**config.mk**
```make
export PLATFORM = sky130hd
export DESIGN_NAME = ulpi_capture_sched
export DESIGN_NICKNAME = d
export VERILOG_FILES = /design/src/rtl/ulpi_capture_sched.sv
export SDC_FILE = /design/constraint.sdc
export NUM_CORES = 1
export LEC_CHECK = 0
export ABC_AREA = 1
export ABC_CLOCK_PERIOD_IN_PS = 1300
export CORE_ASPECT_RATIO = 1.25
export CORE_MARGIN = 2
export CORE_UTILIZATION = 30
export CTS_CLUSTER_DIAMETER = 150
export DETAILED_ROUTE_END_ITERATION = 6
export PLACE_DENSITY = 0.61
export SYNTH_ARGS = -nofsm -noshare
export SYNTH_HDL_FRONTEND = slang
export SYNTH_SLANG_ARGS = --single-unit
```
**constraint.sdc**
```tcl
create_clock -name clk -period 1.3 [get_ports clk]
set_clock_uncertainty 0.05 [all_clocks]
set_input_delay 0.195 -clock clk [delete_from_list [all_inputs] [get_ports clk]]
set_output_delay 0.195 -clock clk [all_outputs]
set_load 0.01 [all_outputs]
```
**src/rtl/ulpi_capture_sched.sv**
```systemverilog
`default_nettype none
// ============================================================================
//  Module      : ulpi_capture_sched
//  Description : ULPI receive capture controller. Gates the receiver with
//                read_allow, tracks sticky FIFO overflow, and drains the INFO
//                and DATA FIFOs into framed bytes for the UART TX path:
//                SYNC, INFO_HI, INFO_LO, <count data bytes>, CSUM.
//  Revision    : 1.0 - initial release
// ============================================================================
module ulpi_capture_sched #(
    parameter logic [7:0] SYNC_BYTE = 8'hA5,
    parameter int         CNT_W     = 10
) (
    input  logic        clk,
    input  logic        rst,
    input  logic        enable,
    input  logic        clr_ovf,
    output logic        read_allow,
    output logic        overflow,
    output logic        busy,
    input  logic        info_empty,
    input  logic        info_full,
    output logic        info_re,
    input  logic [15:0] info_data,
    input  logic        data_empty,
    input  logic        data_full,
    output logic        data_re,
    input  logic [7:0]  data_byte,
    output logic [7:0]  tx_data,
    output logic        tx_valid,
    input  logic        tx_ready
);

    localparam logic [CNT_W-1:0] c_cnt_zero = '0;
    localparam logic [CNT_W-1:0] c_cnt_one  = {{(CNT_W-1){1'b0}}, 1'b1};

    typedef enum logic [3:0] {
        S_IDLE     = 4'd0,
        S_INFO_RD  = 4'd1,
        S_INFO_LAT = 4'd2,
        S_SYNC     = 4'd3,
        S_HI       = 4'd4,
        S_LO       = 4'd5,
        S_DATA_RD  = 4'd6,
        S_DATA_LAT = 4'd7,
        S_DATA_TX  = 4'd8,
        S_CSUM     = 4'd9
    } state_t;

    state_t             state_q, state_d;
    logic [15:0]        info_q,  info_d;
    logic [CNT_W-1:0]   cnt_q,   cnt_d;
    logic [7:0]         csum_q,  csum_d;
    logic [7:0]         byte_q,  byte_d;
    logic               ovf_q;
    logic               w_ovf_set;

    // The set term looks at the host enable rather than the gated read_allow,
    // so a full flag that coincides with clr_ovf keeps overflow asserted
    // instead of clearing it for a cycle and re-setting it.
    assign w_ovf_set  = enable && (info_full || data_full);
    assign overflow   = ovf_q;
    // Receiver is held off while in reset as well as after an overflow.
    assign read_allow = rst && enable && !ovf_q;
    assign busy       = (state_q != S_IDLE);

    // Sticky overflow flag; set has priority over clear.
    always_ff @(posedge clk or negedge rst) begin
        if (!rst) begin
            ovf_q <= 1'b0;
        end else if (w_ovf_set) begin
            ovf_q <= 1'b1;
        end else if (clr_ovf) begin
            ovf_q <= 1'b0;
        end
    end

    // Frame state and datapath registers.
    always_ff @(posedge clk or negedge rst) begin
        if (!rst) begin
            state_q <= S_IDLE;
            info_q  <= '0;
            cnt_q   <= '0;
            csum_q  <= '0;
            byte_q  <= '0;
        end else begin
            state_q <= state_d;
            info_q  <= info_d;
            cnt_q   <= cnt_d;
            csum_q  <= csum_d;
            byte_q  <= byte_d;
        end
    end

    // Next-state, FIFO read strobes and TX byte selection. Each presenting
    // state holds tx_valid and its byte until tx_ready completes the transfer.
    always_comb begin
        state_d  = state_q;
        info_d   = info_q;
        cnt_d    = cnt_q;
        csum_d   = csum_q;
        byte_d   = byte_q;
        info_re  = 1'b0;
        data_re  = 1'b0;
        tx_valid = 1'b0;
        tx_data  = 8'h00;
        case (state_q)
            S_IDLE: begin
                if (!info_empty) begin
                    info_re = 1'b1;
                    state_d = S_INFO_RD;
                end
            end
            S_INFO_RD: begin
                // FIFO read data is valid in the cycle after the strobe.
                info_d  = info_data;
                state_d = S_INFO_LAT;
            end
            S_INFO_LAT: begin
                cnt_d   = info_q[CNT_W-1:0];
                csum_d  = 8'h00;
                state_d = S_SYNC;
            end
            S_SYNC: begin
                tx_valid = 1'b1;
                tx_data  = SYNC_BYTE;
                if (tx_ready) begin
                    state_d = S_HI;
                end
            end
            S_HI: begin
                tx_valid = 1'b1;
                tx_data  = info_q[15:8];
                if (tx_ready) begin
                    csum_d  = csum_q ^ info_q[15:8];
                    state_d = S_LO;
                end
            end
            S_LO: begin
                tx_valid = 1'b1;
                tx_data  = info_q[7:0];
                if (tx_ready) begin
                    csum_d  = csum_q ^ info_q[7:0];
                    state_d = (cnt_q != c_cnt_zero) ? S_DATA_RD : S_CSUM;
                end
            end
            S_DATA_RD: begin
                if (!data_empty) begin
                    data_re = 1'b1;
                    state_d = S_DATA_LAT;
                end
            end
            S_DATA_LAT: begin
                byte_d  = data_byte;
                state_d = S_DATA_TX;
            end
            S_DATA_TX: begin
                tx_valid = 1'b1;
                tx_data  = byte_q;
                if (tx_ready) begin
                    csum_d  = csum_q ^ byte_q;
                    cnt_d   = cnt_q - c_cnt_one;
                    state_d = (cnt_q != c_cnt_one) ? S_DATA_RD : S_CSUM;
                end
            end
            S_CSUM: begin
                tx_valid = 1'b1;
                tx_data  = csum_q;
                if (tx_ready) begin
                    state_d = S_IDLE;
                end
            end
            default: begin
                state_d = S_IDLE;
            end
        endcase
    end

endmodule
`default_nettype wire
```
==> flow_metrics.env <==
export IMPL_status="complete, but fails checks"
export IMPL_violations="negative setup slack"
export IMPL_final_cell_mix="nand2_1 (118), buf_4 (84), dfrtp_1 (44)"
export IMPL_avgSynthCellArea_um2=7.34
export IMPL_r2r_end="csum_q[0]$_DFFE_PN0P_"
export IMPL_synth_area_um2=2870
export IMPL_holdPathEnd="info_q[13]$_DFFE_PN0N_"
export IMPL_slew_limit_headroom=0.577
export IMPL_vias=3204
export IMPL_grt_pass1_wl_um=15600
export IMPL_rows=39
export IMPL_cts_max_path_buffers=2
export IMPL_path_clk_slew_ns=0.06
export IMPL_die_y_um=113
export IMPL_ant_nets=0
export IMPL_cp_required_ns=1.05
export IMPL_nets=579
export IMPL_path_class="register to output port"
export IMPL_timing_final_ws_setup_ns=-0.594
export IMPL_rr_startpoint="state_q[1]$_DFFE_PN0P_"
export IMPL_worstPathArrival_ns=1.65
export IMPL_holdWs_ns=0.389
export IMPL_worst_hold_path_type="primary input to register"
export IMPL_port_buffers=46
export IMPL_mappedNetlistNets=427
export IMPL_insertion_delay_ns=0.29
export IMPL_dp_cells=633
export IMPL_crit_path_end_kind="output port"
export IMPL_track_usage=0.190
export IMPL_max_slew_worst_pin_slew_ns=0.635
export IMPL_drc=0
export IMPL_area_growth_pct=66.0
export IMPL_yosysWarnings=0
export IMPL_antenna_found_initial=0
export IMPL_cts_sink_count=47
export IMPL_final_hold_viol_count=0
export IMPL_wl_um=9770
export IMPL_yosys_top_cells_area="dfrtp_1 (41%), nand2_1 (19%), nand3_1 (8.2%), inv_1 (5.0%), nor2_1 (3.3%)"
export IMPL_grt_max_degree=48
export IMPL_power_density_nw_per_um2=2410
export IMPL_fp_dieW_um=91.5
export IMPL_synth_top_cell_area_share=0.410
export IMPL_cts_root_buffer_cell="clkbuf_16"
export IMPL_avgViaCountPerCell=4.82
export IMPL_ys_seq_area_frac=0.410
export IMPL_fin_crit_sh=1.46
export IMPL_fp_dieArea_um2=10400
export IMPL_gp_congestion=0.934
export IMPL_finalSetupViolCount=58
export IMPL_diodes=0
export IMPL_grt_overflow=0
export IMPL_cp_max_fo=3
export IMPL_r2r_setup_slack_ns=-0.48
export IMPL_start_kind="register"
export IMPL_clock_fmax_mhz=528
export IMPL_ys_ff_latch=47
export IMPL_finalNonFillerCells=665
export IMPL_final_util=0.516
export IMPL_drt_wirelength_per_cell_um=14.7
export IMPL_drv_slew=0
export IMPL_peakVddDrop_mv=1.07
export IMPL_cts_tree="done"
export IMPL_cts_made_buffers=5
export IMPL_power_leakage_nw=2.39
export IMPL_final_common_cell="nand2_1"
export IMPL_ys_types=31
export IMPL_dr_first_iter_drc_count=163
export IMPL_pin_count=47
export IMPL_grt_setup_unrepaired="true"
export IMPL_core_um2=9220
export IMPL_ff2ff_path_depth=10
export IMPL_fin_crit_ns=1.89
export IMPL_holdPathStages=3
export IMPL_cts_htree_levels=2
export IMPL_hpwl_um=6740
export IMPL_first_pass_iters=4
export IMPL_synth_top_area_cell="dfrtp_1"
export IMPL_grt_pass1_vias=3325
export IMPL_min_from="info_data[13]"
export IMPL_nFillCells=822
export IMPL_maxCapViolations=0
export IMPL_initial_core_util=0.311
export IMPL_postSynthCellCount=391
export IMPL_drive_above_1_share=0.413
[layout make-up]
class                           count  area, µm²  area share
Clock buffer                        5        125      0.0263
Clock inverter                      1       7.51     0.00158
Inverter                           46        190      0.0399
Multi-Input combinational cell    288       1760       0.369
Sequential cell                    47       1180       0.248
Tap cell                          123        154      0.0323
Timing Repair Buffer              153       1330       0.280
Timing Repair inverter              2       17.5     0.00368
[routing by layer]
layer,GRT usage,share of wire
met1,0.204,0.38
met5,0,0
met4,0.107,0.053
met3,0.0293,0.041
met2,0.352,0.52
[per-stage QoR]
stage / TNS, ns / cell area, µm² / worst slack, ns / power [W]
floorplan: -2.61 / 2980 / -0.138 / 0.00591
global placement: -28.04 / 4130 / -0.704 / 0.00867
detailed placement: -29.23 / 4130 / -0.705 / 0.00884
CTS: -15.99 / 4600 / -0.530 / 0.0109
global route: -22.75 / 4760 / -0.673 / 0.0123
finish: -19.32 / 4760 / -0.594 / 0.0115
[synth_stat cells]
library cell and n:
a21oi_1 3, a31oi_4 1, buf_2 5, buf_6 4, clkbuf_1 2, clkinv_1 1, dfrtp_1 47, ha_1 3
inv_1 38, inv_2 7, mux2_2 8, nand2_1 142, nand2_2 2, nand2_4 1, nand3_1 47, nand3b_4 1
nand4_1 7, nor2_1 25, nor2_2 2, nor2_4 3, o2111ai_1 4, o211ai_1 5, o21ai_0 13, o21ai_1 6
o21ai_2 2, o21bai_1 1, o22ai_1 1, o22ai_2 1, or2_2 3, xnor2_1 2, xor2_1 4
[worst max-delay path by stage]
stage / from / to / slack (ns) / depth (start not counted)
global route: state_q[1]$_DFFE_PN0P_ / tx_data[2] / -0.67 / 7
floorplan: state_q[3]$_DFFE_PN0P_ / tx_data[1] / -0.14 / 5
global placement: state_q[1]$_DFFE_PN0P_ / tx_data[4] / -0.70 / 6
finish: state_q[3]$_DFFE_PN0P_ / tx_data[6] / -0.59 / 10
CTS: state_q[1]$_DFFE_PN0P_ / tx_data[6] / -0.53 / 10
detailed placement: state_q[3]$_DFFE_PN0P_ / tx_data[6] / -0.71 / 8
[power breakdown]
group	total, W	switching [W]	leakage (nW)	internal, W
registers	0.00276	0.000573	0.580	0.00219
clock network	0.00124	0.000553	0.0618	0.000692
logic	0.00747	0.00379	1.75	0.00368
[registers in the layout, summed over array words and instances, names as in the netlist]
register	flops
csum_q	8
cnt_q	10
overflow	1
info_q	16
state_q	4
byte_q	8
[cells by family (layout without fill, tap and decap cells)]
group / count (synthesis) / after routing / share of synthesized area
fa+ha+maj: 3 / 3 / 0.0131
compound gates: 37 / 37 / 0.0864
simple gates: 233 / 234 / 0.354
buf+inv: 57 / 207 / 0.0872
mux: 8 / 8 / 0.0314
xor+xnor: 6 / 6 / 0.0183
flops: 47 / 47 / 0.410
[critical path, stage by stage, from the launching register on]
cell	delay (ns)
dfrtp_1	0.42
inv_2	0.12
nand2_2	0.08
nor2_4	0.13
buf_6	0.11
buf_6	0.08
nand2_2	0.04
nand2_2	0.06
inv_2	0.04
o211ai_1	0.08
buf_2	0.18
[repair_timing]
action | in CTS | in global routing
cloned | 4 | 0
endpoints found under the hold margin | 14 | 0
hold buffers | 1 | 0
setup buffers | 17 | 6
endpoints found under the setup margin | 60 | 59
pin swaps | 20 | 23
resized for setup | 120 | 37
Note: power is estimated with default switching activity, not from simulation.
